==> config.mk <==
export PLATFORM = sky130hd
export DESIGN_NAME = fetch_unit
export DESIGN_NICKNAME = d
export VERILOG_FILES = /design/src/rtl/fetch_unit_pkg.sv /design/src/rtl/fetch_unit_queue.sv /design/src/rtl/fetch_unit.sv
export SDC_FILE = /design/constraint.sdc
export NUM_CORES = 1
export LEC_CHECK = 0
export ABC_AREA = 1
export BUFFER_PORTS_ARGS = -buffer_cell sky130_fd_sc_hd__buf_2
export CORE_ASPECT_RATIO = 0.5
export CORE_MARGIN = 4
export CORE_UTILIZATION = 35
export CTS_CLUSTER_DIAMETER = 40
export DETAILED_ROUTE_END_ITERATION = 16
export HOLD_SLACK_MARGIN = 0.15
export PLACE_DENSITY_LB_ADDON = 0.1
export SLEW_MARGIN = 20
export SYNTH_ARGS = -nofsm -noshare
export SYNTH_HDL_FRONTEND = slang
export SYNTH_HIERARCHICAL = 1
export SYNTH_SLANG_ARGS = --single-unit
export TNS_END_PERCENT = 1
==> constraint.sdc <==
create_clock -name clock -period 10.8 [get_ports clock]
set_clock_uncertainty 0.1 [all_clocks]
set_input_delay 2.16 -clock clock [delete_from_list [all_inputs] [get_ports clock]]
set_output_delay 2.16 -clock clock [all_outputs]
set_load 0.01 [all_outputs]
==> src/rtl/fetch_unit_pkg.sv <==
// Constants shared by the fetch stage and its instruction queue.
package fetch_unit_pkg;
  localparam int          INST_WIDTH = 32;
  localparam int          PC_STEP    = 4;
  localparam logic [31:0] RV32_NOP   = 32'h0000_0013;
endpackage

==> src/rtl/fetch_unit_queue.sv <==
// Synchronous FIFO of {instruction, pc}; flush beats push/pop, power-of-two depth.
module fetch_queue
  import fetch_unit_pkg::*;
#(
  parameter int                     DEPTH    = 2,
  parameter int                     AB       = 16,
  parameter logic [AB-1:0]          START_PC = '0,
  localparam int                    PW       = (DEPTH > 1) ? $clog2(DEPTH) : 1,
  localparam int                    CW       = $clog2(DEPTH + 1)
) (
  input  logic                  clock,
  input  logic                  reset,
  input  logic                  flush,
  input  logic                  push,
  input  logic [INST_WIDTH-1:0] push_inst,
  input  logic [AB-1:0]         push_pc,
  input  logic                  pop,
  output logic                  valid,
  output logic [CW-1:0]         count,
  output logic [INST_WIDTH-1:0] head_inst,
  output logic [AB-1:0]         head_pc
);
  logic [INST_WIDTH-1:0] mem_inst [DEPTH];
  logic [AB-1:0]         mem_pc   [DEPTH];
  logic [PW-1:0]         wr_ptr, rd_ptr;
  logic [AB-1:0]         last_pc;

  assign valid     = (count != '0);
  assign head_inst = valid ? mem_inst[rd_ptr] : RV32_NOP;
  assign head_pc   = valid ? mem_pc[rd_ptr]   : last_pc;

  always_ff @(posedge clock) begin
    if (reset) begin
      wr_ptr <= '0;
      rd_ptr <= '0;
      count  <= '0;
    end else if (flush) begin
      wr_ptr <= '0;
      rd_ptr <= '0;
      count  <= '0;
    end else begin
      if (push) wr_ptr <= wr_ptr + PW'(1);
      if (pop)  rd_ptr <= rd_ptr + PW'(1);
      count <= count + CW'(push) - CW'(pop);
    end
  end

  // Remember the most recent head so an empty queue still reports a sane pc.
  always_ff @(posedge clock) begin
    if (reset)      last_pc <= START_PC;
    else if (valid) last_pc <= mem_pc[rd_ptr];
  end

  always_ff @(posedge clock) begin
    if (push && !flush) begin
      mem_inst[wr_ptr] <= push_inst;
      mem_pc[wr_ptr]   <= push_pc;
    end
  end
endmodule

==> src/rtl/fetch_unit.sv <==
// Instruction fetch: owns the PC, issues 1-cycle imem reads, queues words for decode.
module fetch_unit
  import fetch_unit_pkg::*;
#(
  parameter int                      ADDRESS_BITS = 16,
  parameter logic [ADDRESS_BITS-1:0] START_PC     = '0,
  parameter int                      QUEUE_DEPTH  = 2
) (
  input  logic                    clock,
  input  logic                    reset,
  input  logic                    redirect_valid,
  input  logic [ADDRESS_BITS-1:0] redirect_pc,
  output logic                    imem_req,
  output logic [ADDRESS_BITS-1:0] imem_addr,
  input  logic [INST_WIDTH-1:0]   imem_rdata,
  output logic                    inst_valid,
  input  logic                    inst_ready,
  output logic [INST_WIDTH-1:0]   instruction,
  output logic [ADDRESS_BITS-1:0] inst_pc
);
  localparam int CW  = $clog2(QUEUE_DEPTH + 1);
  localparam int CW1 = CW + 1;

  logic [ADDRESS_BITS-1:0] fetch_pc, tag_pc;
  logic                    inflight, issue, push, pop, q_valid;
  logic [CW-1:0]           q_count;
  logic [CW1-1:0]          credit;

  assign inst_valid = q_valid && !redirect_valid;
  assign pop        = inst_valid && inst_ready;
  assign push       = inflight && !redirect_valid;

  // Slots already claimed after this cycle's pop; one in flight always has room.
  assign credit    = CW1'(q_count) + CW1'(inflight) - CW1'(pop);
  assign issue     = !reset && !redirect_valid && (credit < CW1'(QUEUE_DEPTH));
  assign imem_req  = issue;
  assign imem_addr = fetch_pc;

  always_ff @(posedge clock) begin
    if (reset) begin
      fetch_pc <= START_PC;
      inflight <= 1'b0;
      tag_pc   <= START_PC;
    end else begin
      inflight <= issue;
      if (redirect_valid)
        fetch_pc <= redirect_pc & ~ADDRESS_BITS'(3);
      else if (issue) begin
        fetch_pc <= fetch_pc + ADDRESS_BITS'(PC_STEP);
        tag_pc   <= fetch_pc;
      end
    end
  end

  fetch_queue #(
    .DEPTH    (QUEUE_DEPTH),
    .AB       (ADDRESS_BITS),
    .START_PC (START_PC)
  ) u_queue (
    .clock     (clock),
    .reset     (reset),
    .flush     (redirect_valid),
    .push      (push),
    .push_inst (imem_rdata),
    .push_pc   (tag_pc),
    .pop       (pop),
    .valid     (q_valid),
    .count     (q_count),
    .head_inst (instruction),
    .head_pc   (inst_pc)
  );

  full_push_a: assert property (@(posedge clock) disable iff (reset)
    !(push && !pop && q_count == CW'(QUEUE_DEPTH)));
endmodule

==> metrics.md <==
| Metric | Value |
|---|---|
| Avg Inst Size Synth | just under 10 um2 |
| Peak VDD IR | between 0.0001 and 0.00015 V |
| Worst-Skew Late Latency | around 0.41 ns |
| Top cells by area, synth | edfxtp_1 48%, dfxtp_1 17%, nand2_1 12% |
| Distinct cells, synth | 31 |
| Most numerous cell in the Yosys netlist | nand2_1 |
| Largest net degree at the start of global routing | 50 |
| Hold Path Cell Cnt | 0 |
| Status | finished clean |
| Setup TNS | 0 ns |
| DRT Pass-1 Iters | 4 |
| Clock transition at the registers of the reported paths | approximately 0.06 ns |
| Req. time, crit path | around 8.5 ns |
| Fin cells | 974 |
| Final setup violation count | 0 |
| Clock Power Share | 0.453 |
| Cell Pwr Density | 173 nW/um2 |
| IO Port Bufs | 113 |
| WS Path Type | in -> out |
| Clock root buffer | clkbuf_16 |
| Switching Share | 0.227 |
| Nets | just under 800 |
| Top Ports | 118 |
| Worst hold path startpoint | tag_pc[11] |
| Yosys reg bits | about 150 |
| Seq/Total Area, Yosys | 0.646 |
| DR top layer | met4 |
| Combinational share of power | 0.059 |
| CTS Buffer Depth | 2 |
| Largest area contributor in the netlist | edfxtp_1 |
| Remaining global-route overflow | 0 |
| # diodes | 0 |
| DRC | 0 |
| Reg-to-Reg Start | u_queue/count[1] |
| Number of synthesized flops with an enable pin | 96 |
| Critical R2R Capture | imem_addr[7] |
| Setup bufs post-CTS | 0 |
| R2R Setup Slk | a little under 7 ns |
| Post-cts resize count | 0 |
| FF+latch area | 3880 um2 |
| Yosys warnings | 6 |
| Placed cells | 942 |
| Initial antenna violation count | 0 |
| Layout area overhead | 22.0% |
| Final period utilization | 0.685 |
| All-Layer GR Usage | 0.144 |
| CP arrival | 5.14 ns |
| Worst slew pin tran | ~0.94 ns |
| Routability cong. | ~0.77 |
| Met2 wire length | 6.10 mm |
| First-pass GRT wire length | about 22 mm |
| CTS sink cnt | 146 |
| Hold buffer count at cts | 0 |
| CP max FO | 35 |
| RSZ-0062 raised after global routing | no |
| Fin. max-slew vios | 0 |
| Fmax | ~140 MHz |
| Post-Syn Area | 6010 um2 |
| Max Cap Viol | 0 |
| Via count | around 4400 |
| Core box area | 16600 um2 |
| Multi-input gate area | between 1500 and 2000 um2 |
| Met1 WL | around 7 mm |
| Net switching power | ~0.29 mW |
| Slew margin rel. | 0.373 |
| Dpl hpwl | between 8 and 9 mm |
| Internal power | 0.982 mW |
| TritonCTS clock tree | done |
| Met3 Wirelength | roughly 530 um |
| Routed Antenna Nets | 0 |
| Rows | 33 |
| Startpoint Class | primary input |
| Synth async-reset ratio | 0 |
| Drt wl/cell | ~14 um |
| Tmin final | about 7.4 ns |
| Synth top area share | 0.479 |
| Die H | approximately 100 um |
| FF-to-FF path depth | 15 |
| Crit. End Element | output pin |
| Vias in the first global route | around 4200 |
| Synth cell count leaders | 189 x nand2_1, 96 x edfxtp_1, 67 x inv_1 |
| Lkg Pwr | 3.18 nW |
| Reg power frac | 0.488 |
| Final wirelength | ~14 mm |
| Gate Count Post-Synth | 621 |
| Via density | around 4.5 |
| Final Power | between 1 and 1.5 mW |
| Die area | between 15000 and 20000 um2 |
| Die W | about 190 um |
| Finished Core Util | 0.442 |
| Inserted Clock Buffers | 17 |
| Worst min-delay path class | reg -> reg |
| Share of cells above drive strength 1 | 0.218 |
| # fillers | around 1700 |
| Drt initial violations | 163 |
| Final hold violations | 0 |
| Main synth FF type | edfxtp_1 |
| Initial Util | 0.362 |
| CTS H-tree depth | 4 |
| Worst Hold Path EP | u_queue/mem_pc[0][11] |
==> layout by cell type (no fill, tap or decap), types with 2 or more instances in the layout <==
cell and count:
clkbuf_1 3, buf_2 113, o21ai_0 9, nand2_1 189, inv_6 3, clkinvlp_4 5, inv_1 67, nand3_1 45
conb_1 6, nand4_1 4, buf_4 4, clkbuf_16 20, edfxtp_1 96, nor2_1 39, dfxtp_1 49, nor2_4 3
nor2_2 2, o21ai_1 10, or2_2 2, a21oi_1 55, xnor2_1 2, inv_2 5, ha_1 4
==> worst max path at each step <==
stage | end | from | slack (ns)
after floorplan | u_queue/mem_inst[1][0] | redirect_valid | 4.16
after global placement | imem_req | redirect_valid | 3.38
after detailed placement | imem_req | redirect_valid | 3.33
after CTS | imem_req | redirect_valid | 3.33
after global routing | imem_req | redirect_valid | 3.16
final | imem_req | redirect_valid | 3.40
==> power groups by stage <==
stage / Sequential [mW] / Clock [mW] / Combinational [mW]
5_1_grt: 0.622 / 0.617 / 0.0867
2_1_floorplan: 0.631 / 0 / 0.0454
6_report: 0.620 / 0.575 / 0.0751
4_1_cts: 0.620 / 0.594 / 0.0767
3_3_place_gp: 0.632 / 0 / 0.0753
3_5_place_dp: 0.632 / 0 / 0.0764
==> cell families after synthesis <==
family,synth area share
adder cells (fa/ha/maj),0.0117
XOR/XNOR,0.00437
other,0.000623
flip-flops,0.646
buffers and inverters,0.0763
AND/OR/NAND/NOR,0.198
AO/OA/AOI/OAI,0.0628
==> critical path, cell delays in order <==
cell	delay, ns
buf_2	0.36
clkinv_1	0.39
and3_1	0.30
ha_1	0.29
or2_2	0.30
fa_1	0.50
nand2_2	0.07
nor2_4	0.11
nand2_4	0.14
inv_4	0.29
buf_2	0.20
==> flip-flops by register name, indices dropped and copies added, names as in the netlist, named ones only <==
register / flops
u_queue/count: 2
u_queue/wr_ptr: 1
u_queue/mem_pc: 32
inflight: 1
u_queue/last_pc: 16
u_queue/rd_ptr: 1
imem_addr: 14
tag_pc: 14
u_queue/mem_inst: 64
==> layout make-up <==
| class | count | share of cell area |
|---|---|---|
| multi-input cells | 378 | 0.232 |
| inverters | 74 | 0.0382 |
| clock inverters | 8 | 0.00870 |
| clock buffers | 24 | 0.0716 |
| flip-flops and latches | 146 | 0.530 |
| well taps | 227 | 0.0387 |
| repair buffers | 117 | 0.0812 |
==> metrics by stage <==
step | hold WS (ns) | setup slack [ns] | cell area, um2
finish | 0.356 | 3.40 | 7340
floorplan | 0.320 | 4.16 | 6030
detailed placement | 0.340 | 3.33 | 6750
CTS | 0.361 | 3.33 | 7340
global placement | 0.335 | 3.38 | 6750
global route | 0.378 | 3.16 | 7340
==> metal layers <==
| layer | GRT usage | up-vias |
|---|---|---|
| met2 | 0.226 | 92 |
| met4 | 0.0440 | 0 |
| li1 | - | 2247 |
| met3 | 0.0404 | 6 |
| met1 | 0.197 | 2010 |
| met5 | 0 | - |
(Power assumes the default switching activity.)
